===== src/rtl/riscv_trace_pkg.sv =====
// rtl/riscv_trace_pkg.sv - shared types and constants for the riscv commit/memory trace buffer
package riscv_trace_pkg;

    // Bit positions of the event classes inside a kind vector and ev_mask
    localparam int KIND_REG_WR = 0;
    localparam int KIND_MEM_WR = 1;
    localparam int KIND_MEM_RD = 2;

    // Width of the saturating overflow counter
    localparam int OVF_W = 16;

    // Default field widths of a trace entry
    localparam int TRACE_TS_W   = 16;
    localparam int TRACE_REG_W  = 5;
    localparam int TRACE_DATA_W = 32;
    localparam int TRACE_ADDR_W = 9;

    // Event class flags, reg_wr in bit 0
    typedef struct packed {
        logic mem_rd;
        logic mem_wr;
        logic reg_wr;
    } trace_kind_t;

    // One captured entry at the default widths; the top builds the same layout from its own parameters
    typedef struct packed {
        logic [TRACE_TS_W-1:0]   ts;
        trace_kind_t             kind;
        logic [TRACE_REG_W-1:0]  reg_num;
        logic [TRACE_DATA_W-1:0] reg_data;
        logic [TRACE_ADDR_W-1:0] addr;
        logic [TRACE_DATA_W-1:0] mem_data;
    } trace_entry_t;

endpackage


===== src/rtl/trace_ring.sv =====
// rtl/trace_ring.sv - circular entry store with drop-or-overwrite handling when full
module trace_ring #(
    parameter int  DEPTH     = 16,
    parameter bit  WRAP_MODE = 1'b0,
    parameter type entry_t   = logic [7:0],
    localparam int PTR_W     = $clog2(DEPTH),
    localparam int CNT_W     = PTR_W + 1
) (
    input  logic             clk,
    input  logic             rst,
    input  logic             clear,
    input  logic             push,
    input  entry_t           push_data,
    input  logic             out_ready,
    output logic             out_valid,
    output entry_t           head,
    output logic [CNT_W-1:0] count,
    output logic             full,
    output logic             ovf_evt
);

    entry_t           mem_q [DEPTH];
    logic [PTR_W-1:0] wr_ptr_q, wr_ptr_d;
    logic [PTR_W-1:0] rd_ptr_q, rd_ptr_d;
    logic [CNT_W-1:0] count_q, count_d;
    logic             pop;
    logic             blocked;
    logic             accept;
    logic             overwrite;

    // Decide accept/drop/overwrite for this cycle and compute the next pointers and count
    always_comb begin
        full      = (count_q == CNT_W'(DEPTH));
        out_valid = (count_q != '0);
        pop       = out_valid && out_ready && !clear;
        blocked   = push && !clear && full && !pop;
        accept    = push && !clear && (!blocked || WRAP_MODE);
        overwrite = blocked && WRAP_MODE;
        ovf_evt   = blocked;
        wr_ptr_d  = wr_ptr_q;
        rd_ptr_d  = rd_ptr_q;
        count_d   = count_q;
        if (clear) begin
            wr_ptr_d = '0;
            rd_ptr_d = '0;
            count_d  = '0;
        end else begin
            if (accept) begin
                wr_ptr_d = wr_ptr_q + PTR_W'(1);
            end
            if (pop || overwrite) begin
                rd_ptr_d = rd_ptr_q + PTR_W'(1);
            end
            if (accept && !pop && !overwrite) begin
                count_d = count_q + CNT_W'(1);
            end else if (pop && !accept) begin
                count_d = count_q - CNT_W'(1);
            end
        end
        head  = mem_q[rd_ptr_q];
        count = count_q;
    end

    // Pointer and occupancy registers; reset empties the ring so stale storage is never visible
    always_ff @(posedge clk or posedge rst) begin
        if (rst) begin
            wr_ptr_q <= '0;
            rd_ptr_q <= '0;
            count_q  <= '0;
        end else begin
            wr_ptr_q <= wr_ptr_d;
            rd_ptr_q <= rd_ptr_d;
            count_q  <= count_d;
        end
    end

    // Entry storage, written at the slot under the write pointer
    always_ff @(posedge clk) begin
        if (accept) begin
            mem_q[wr_ptr_q] <= push_data;
        end
    end

endmodule


===== src/rtl/riscv_trace_buffer.sv =====
// rtl/riscv_trace_buffer.sv - timestamped register-writeback and data-memory trace capture
module riscv_trace_buffer
    import riscv_trace_pkg::*;
#(
    parameter int DEPTH     = 16,
    parameter int ADDR_W    = 9,
    parameter int DATA_W    = 32,
    parameter int REG_W     = 5,
    parameter int TS_W      = 16,
    parameter int WRAP_MODE = 0
) (
    input  logic                     clk,
    input  logic                     reset,
    input  logic                     enable,
    input  logic                     clear,
    input  logic [2:0]               ev_mask,
    input  logic                     reg_write_sig,
    input  logic [REG_W-1:0]         reg_num,
    input  logic [DATA_W-1:0]        reg_data,
    input  logic                     wr,
    input  logic                     rd,
    input  logic [ADDR_W-1:0]        addr,
    input  logic [DATA_W-1:0]        wr_data,
    input  logic [DATA_W-1:0]        rd_data,
    input  logic                     halt,
    output logic                     out_valid,
    input  logic                     out_ready,
    output logic [TS_W-1:0]          out_ts,
    output logic [2:0]               out_kind,
    output logic [REG_W-1:0]         out_reg_num,
    output logic [DATA_W-1:0]        out_reg_data,
    output logic [ADDR_W-1:0]        out_addr,
    output logic [DATA_W-1:0]        out_mem_data,
    output logic [$clog2(DEPTH):0]   count,
    output logic                     full,
    output logic [OVF_W-1:0]         overflow_cnt,
    output logic                     stopped,
    output logic                     err_conflict
);

    typedef struct packed {
        logic [TS_W-1:0]   ts;
        trace_kind_t       kind;
        logic [REG_W-1:0]  reg_num;
        logic [DATA_W-1:0] reg_data;
        logic [ADDR_W-1:0] addr;
        logic [DATA_W-1:0] mem_data;
    } entry_t;

    logic [TS_W-1:0]  ts_q, ts_d;
    logic [OVF_W-1:0] ovf_q, ovf_d;
    logic             stopped_q, stopped_d;
    logic             err_q, err_d;
    trace_kind_t      kind;
    entry_t           entry;
    entry_t           head;
    logic             push;
    logic             ring_valid;
    logic             ovf_evt;

    // Qualify events, build the entry with absent fields zeroed, and update sticky state
    always_comb begin
        kind.reg_wr = ev_mask[KIND_REG_WR] && reg_write_sig && (reg_num != '0);
        kind.mem_wr = ev_mask[KIND_MEM_WR] && wr && !rd;
        kind.mem_rd = ev_mask[KIND_MEM_RD] && rd && !wr;

        entry.ts       = ts_q;
        entry.kind     = kind;
        entry.reg_num  = kind.reg_wr ? reg_num : '0;
        entry.reg_data = kind.reg_wr ? reg_data : '0;
        entry.addr     = (kind.mem_wr || kind.mem_rd) ? addr : '0;
        entry.mem_data = kind.mem_wr ? wr_data : (kind.mem_rd ? rd_data : '0);

        push = enable && !stopped_q && !clear && (kind != '0);

        ts_d      = ts_q + TS_W'(1);
        ovf_d     = ovf_q;
        stopped_d = stopped_q;
        err_d     = err_q || (wr && rd);
        if (ovf_evt && (ovf_q != {OVF_W{1'b1}})) begin
            ovf_d = ovf_q + OVF_W'(1);
        end
        if (halt && enable) begin
            stopped_d = 1'b1;
        end
        if (clear) begin
            ts_d      = '0;
            ovf_d     = '0;
            stopped_d = 1'b0;
            err_d     = 1'b0;
        end
    end

    // Timestamp, overflow counter and sticky flags
    always_ff @(posedge clk or posedge reset) begin
        if (reset) begin
            ts_q      <= '0;
            ovf_q     <= '0;
            stopped_q <= 1'b0;
            err_q     <= 1'b0;
        end else begin
            ts_q      <= ts_d;
            ovf_q     <= ovf_d;
            stopped_q <= stopped_d;
            err_q     <= err_d;
        end
    end

    trace_ring #(
        .DEPTH    (DEPTH),
        .WRAP_MODE(WRAP_MODE != 0),
        .entry_t  (entry_t)
    ) u_ring (
        .clk      (clk),
        .rst      (reset),
        .clear    (clear),
        .push     (push),
        .push_data(entry),
        .out_ready(out_ready),
        .out_valid(ring_valid),
        .head     (head),
        .count    (count),
        .full     (full),
        .ovf_evt  (ovf_evt)
    );

    // Present the head entry, forced to zero while the buffer is empty so storage never leaks out
    always_comb begin
        out_valid    = ring_valid;
        out_ts       = ring_valid ? head.ts : '0;
        out_kind     = ring_valid ? head.kind : '0;
        out_reg_num  = ring_valid ? head.reg_num : '0;
        out_reg_data = ring_valid ? head.reg_data : '0;
        out_addr     = ring_valid ? head.addr : '0;
        out_mem_data = ring_valid ? head.mem_data : '0;
        overflow_cnt = ovf_q;
        stopped      = stopped_q;
        err_conflict = err_q;
    end

endmodule


===== config.mk =====
export PLATFORM = sky130hd
export DESIGN_NAME = riscv_trace_buffer
export DESIGN_NICKNAME = d
export VERILOG_FILES = /design/src/rtl/riscv_trace_pkg.sv /design/src/rtl/trace_ring.sv /design/src/rtl/riscv_trace_buffer.sv
export SDC_FILE = /design/constraint.sdc
export NUM_CORES = 1
export LEC_CHECK = 0
export ABC_AREA = 1
export BUFFER_PORTS_ARGS = -buffer_cell sky130_fd_sc_hd__clkbuf_2
export CAP_MARGIN = 20
export CORE_ASPECT_RATIO = 0.6
export CORE_MARGIN = 2
export CORE_UTILIZATION = 35
export CTS_CLUSTER_DIAMETER = 50
export DETAILED_ROUTE_END_ITERATION = 10
export HOLD_SLACK_MARGIN = 0.02
export SLEW_MARGIN = 30
export SYNTH_ARGS = -nofsm -noshare
export SYNTH_HDL_FRONTEND = slang
export SYNTH_SLANG_ARGS = --single-unit
export TNS_END_PERCENT = 30

===== constraint.sdc =====
create_clock -name clk -period 9.3 [get_ports clk]
set_input_delay 0.465 -clock clk [delete_from_list [all_inputs] [get_ports clk]]
set_output_delay 0.465 -clock clk [all_outputs]
set_load 0.02 [all_outputs]

==> impl_results.md <==
* Number of nets in the synthesized netlist at 5165
* Warnings, synthesis at 0
* Post-CTS Resized at 0
* Design Power at 17.65 mW
* Hold Startpoint: out_ready
* Wire length of the first global-routing pass at 263600 µm
* Cells after synthesis at 5031
* Final worst clock skew at 0.04135 ns
* Root Buffer Master: sky130_fd_sc_hd__clkbuf_16
* Minimum clock period after layout at 5.798 ns
* Worst Reg2Reg Path Length in Cells at 11
* TritonCTS buffer count at 157
* Drt drc at 0
* Hold_ws at 0.07586 ns
* Leakage power total at 24.13 nW
* Number of buffers on the longest clock path at 4
* Total overflow reported by the global router at 0
* Critical path data required time at 8.84 ns
* Worst min path class: input pin to flip-flop
* Initial cell density of the core at 35.39%
* Power density over cell area at 242.3 nW/µm²
* Die Ht at 336.4 µm
* Critical R2R Capture: u_ring.mem_q[11][14]$_DFFE_PP_
* Reg-to-reg critical path startpoint: u_ring.count[1]$_DFFE_PP0P_
* Placeable core region at 182100 µm²
* Unique masters post-synth at 32
* Initial detailed-routing violation count at 5073
* Worst setup SP type: flip-flop
* 1st-pass router iterations at 5
* Count of input and output buffers at 243
* Fraction of the yosys area taken by sequential cells at 74.13%
* Count of pins over their slew limit at 0
* Fraction of final layout cells with drive strength greater than 1 at 11.44%
* Post-synth top area cell: sky130_fd_sc_hd__edfxtp_1
* Share of Yosys cell area claimed by the top area cell type at 72.31%
* Clk sink count at 1599
* Worst IR drop on VDD at 0.0002901 V
* Number of nets still failing antenna checks after routing at 0
* Placer Congestion at 0.7736
* Leading cell type in the layout, fill and taps excluded: sky130_fd_sc_hd__edfxtp_1
* WP data arrival at 5.33 ns
* Number of nets at the end of the flow at 5283
* Final clock period utilization by the worst path at 62.35%
* Min-Delay Endpoint: u_ring.rd_ptr_q[2]$_DFFE_PP0P_
* Final TNS setup at 0 ns
* Maximum achievable frequency at 0.1725 GHz
* Total wire length after detailed routing at 179000 µm
* Vias in the first global route at 39230
* Final design utilization at 40.01%
* Number of storage elements in the synthesis netlist at 1599
* Area added between synthesis and finish at 13.04%
* Number of failing setup endpoints in the final timing report at 0
* Final Hold Viols at 0
* Vias per cell at 5.333
* Start-to-end type of the worst setup path: flip-flop to output pin
* Post-CTS clock slew at the launch and capture registers of the worst setup and hold paths at 0.06 ns
* Post-detail-place hpwl at 90030 µm
* Mean Syn Cell Area at 12.81 µm²
* Relative slew slack at 23.47%
* Least setup slack across all paths after layout at 3.502 ns
* CTS tree: done
* Outcome: completed
* I/O pins at 244
* Cells taking the most area after synthesis: sky130_fd_sc_hd__edfxtp_1, sky130_fd_sc_hd__nor2_1, sky130_fd_sc_hd__o21ai_0, sky130_fd_sc_hd__o211ai_1, sky130_fd_sc_hd__dfrtp_1
* Number of filler instances in the final layout at 16960
* Area of the die at 187700 µm²
* Setup repair after global routing missed its margin: false
* Pin count of the biggest net entering global routing at 238
* Later-pin clock latency in the skew report at 0.81 ns
* Most frequent cells in the layout: sky130_fd_sc_hd__edfxtp_1, sky130_fd_sc_hd__nor2_1, sky130_fd_sc_hd__o21ai_0, sky130_fd_sc_hd__o211ai_1, sky130_fd_sc_hd__clkbuf_2
* Critical Path Sink Type: output pin
* Max-cap violation count at 0
* Pre-CTS worst setup slack at 4.347 ns
* Worst hold stages at 5
* Standard-cell row count at 121
* Area of the mapped netlist at 64460 µm²
* Global routing usage summed across all routing layers at 18.67%
* Number of antenna violations at the first check in global routing at 2
* Total via count after detailed routing at 41130
* Maximum fanout count along the critical path at 200
* Internal reg-to-reg setup slack at 5.24 ns
* Routed length per placed instance at 23.20 µm
* Die Wd at 558.0 µm
* Count of H-tree levels built during CTS at 4
* Slew at the pin with the worst max-slew slack at 1.148 ns
-- logic make-up (layout without fill, tap and decap cells) --
| group | count (synthesis) | count (layout) | synth area share, % |
|---|---|---|---|
| AO/OA/AOI/OAI | 1413 | 1413 | 12.93 |
| other | 0 | 1 | 0 |
| adder cells (fa/ha/maj) | 12 | 12 | 0.2446 |
| flip-flops | 1599 | 1599 | 74.13 |
| AND/OR/NAND/NOR | 1544 | 1544 | 9.444 |
| XOR/XNOR | 18 | 18 | 0.2446 |
| buffers and inverters | 445 | 666 | 3.011 |
-- power by group --
part	internal, mW	switching, mW	leakage, nW
clock network	3.22	2.71	2.23
logic	0.902	2.85	6.86
registers	7.91	0.0704	15.0
-- stage by stage --
step | cell area, µm² | instances
floorplan | 64460 | 5031
global placement | 67930 | 7438
detailed placement | 68080 | 7442
CTS | 72710 | 7709
global route | 72860 | 7713
finish | 72860 | 7713
-- synth_stat cells --
cell type / instances
sky130_fd_sc_hd__o211ai_1: 353
sky130_fd_sc_hd__nor2_1: 1257
sky130_fd_sc_hd__nor3_4: 1
sky130_fd_sc_hd__o21ai_1: 139
sky130_fd_sc_hd__dfrtp_1: 47
sky130_fd_sc_hd__a21oi_1: 111
sky130_fd_sc_hd__xor2_1: 16
sky130_fd_sc_hd__nand4_2: 1
sky130_fd_sc_hd__nor3_1: 12
sky130_fd_sc_hd__inv_1: 89
sky130_fd_sc_hd__buf_6: 9
sky130_fd_sc_hd__buf_4: 30
sky130_fd_sc_hd__o211ai_2: 29
sky130_fd_sc_hd__and3_1: 1
sky130_fd_sc_hd__o221ai_1: 6
sky130_fd_sc_hd__nor2_2: 3
sky130_fd_sc_hd__xnor2_1: 2
sky130_fd_sc_hd__a31oi_1: 1
sky130_fd_sc_hd__buf_2: 72
sky130_fd_sc_hd__inv_2: 5
sky130_fd_sc_hd__buf_1: 25
sky130_fd_sc_hd__nand3_2: 1
sky130_fd_sc_hd__a22o_1: 33
sky130_fd_sc_hd__clkbuf_1: 215
sky130_fd_sc_hd__edfxtp_1: 1552
sky130_fd_sc_hd__a21oi_4: 1
sky130_fd_sc_hd__fa_1: 1
sky130_fd_sc_hd__nand4_1: 24
sky130_fd_sc_hd__nand2_1: 101
sky130_fd_sc_hd__o21ai_0: 740
sky130_fd_sc_hd__nand3_1: 143
sky130_fd_sc_hd__ha_1: 11
-- layout make-up --
cell class	instances	area [µm²]	share of cell area [%]
diodes	1	2.502	0.003434
clock buffers	191	4056	5.567
clock inverters	71	526.8	0.7229
inverters	94	390.4	0.5358
multi-input cells	2987	14960	20.54
flip-flops and latches	1599	47800	65.60
well taps	2460	3078	4.224
repair buffers	310	2049	2.813
-- what timing repair did --
item | in CTS | in global routing
setup buffers | 0 | 0
endpoints found under the hold margin | 49 | 0
hold buffers | 5 | 0
-- how the worst max path moves through the flow --
stage	slack (ns)	cells past startpoint	startpoint	end
detailed placement	4.35	10	clear	u_ring.mem_q[11][8]$_DFFE_PP_
CTS	3.52	9	u_ring.rd_ptr_q[0]$_DFFE_PP0P_	out_reg_data[18]
global placement	4.30	9	clear	u_ring.mem_q[10][46]$_DFFE_PP_
finish	3.50	10	u_ring.rd_ptr_q[0]$_DFFE_PP0P_	out_reg_data[11]
global route	3.30	10	u_ring.rd_ptr_q[0]$_DFFE_PP0P_	out_reg_data[15]
floorplan	3.17	8	u_ring.count[0]$_DFFE_PP0P_	u_ring.mem_q[15][0]$_DFFE_PP_
-- sequential cells by signal, indices dropped and copies added, names as in the netlist --
name,cells
u_ring.mem_q,1552
overflow_cnt,16
ts_q,16
u_ring.count,5
u_ring.rd_ptr_q,4
u_ring.wr_ptr_q,4
err_conflict,1
stopped,1
-- per-layer routing --
| metal | global-route usage [%] | routed length [µm] | vias up |
|---|---|---|---|
| li1 | - | - | 18690 |
| met1 | 27.75 | 82460 | 20580 |
| met2 | 28.35 | 79290 | 1621 |
| met3 | 3.363 | 13760 | 232 |
| met4 | 4.232 | 3464 | 0 |
| met5 | 0 | 0 | - |
-- critical path, cell delays in order (launching register included) --
cell and delay (ns):
sky130_fd_sc_hd__dfrtp_4 1.00, sky130_fd_sc_hd__buf_12 0.64, sky130_fd_sc_hd__buf_12 0.42, sky130_fd_sc_hd__buf_16 0.43
sky130_fd_sc_hd__nor2_1 0.11, sky130_fd_sc_hd__nor2_1 0.13, sky130_fd_sc_hd__o21ai_0 0.11, sky130_fd_sc_hd__o211ai_1 0.13
sky130_fd_sc_hd__nand3_1 0.10, sky130_fd_sc_hd__a21oi_1 0.58, sky130_fd_sc_hd__clkbuf_2 0.30
Note: power is estimated with default switching activity, not from simulation.
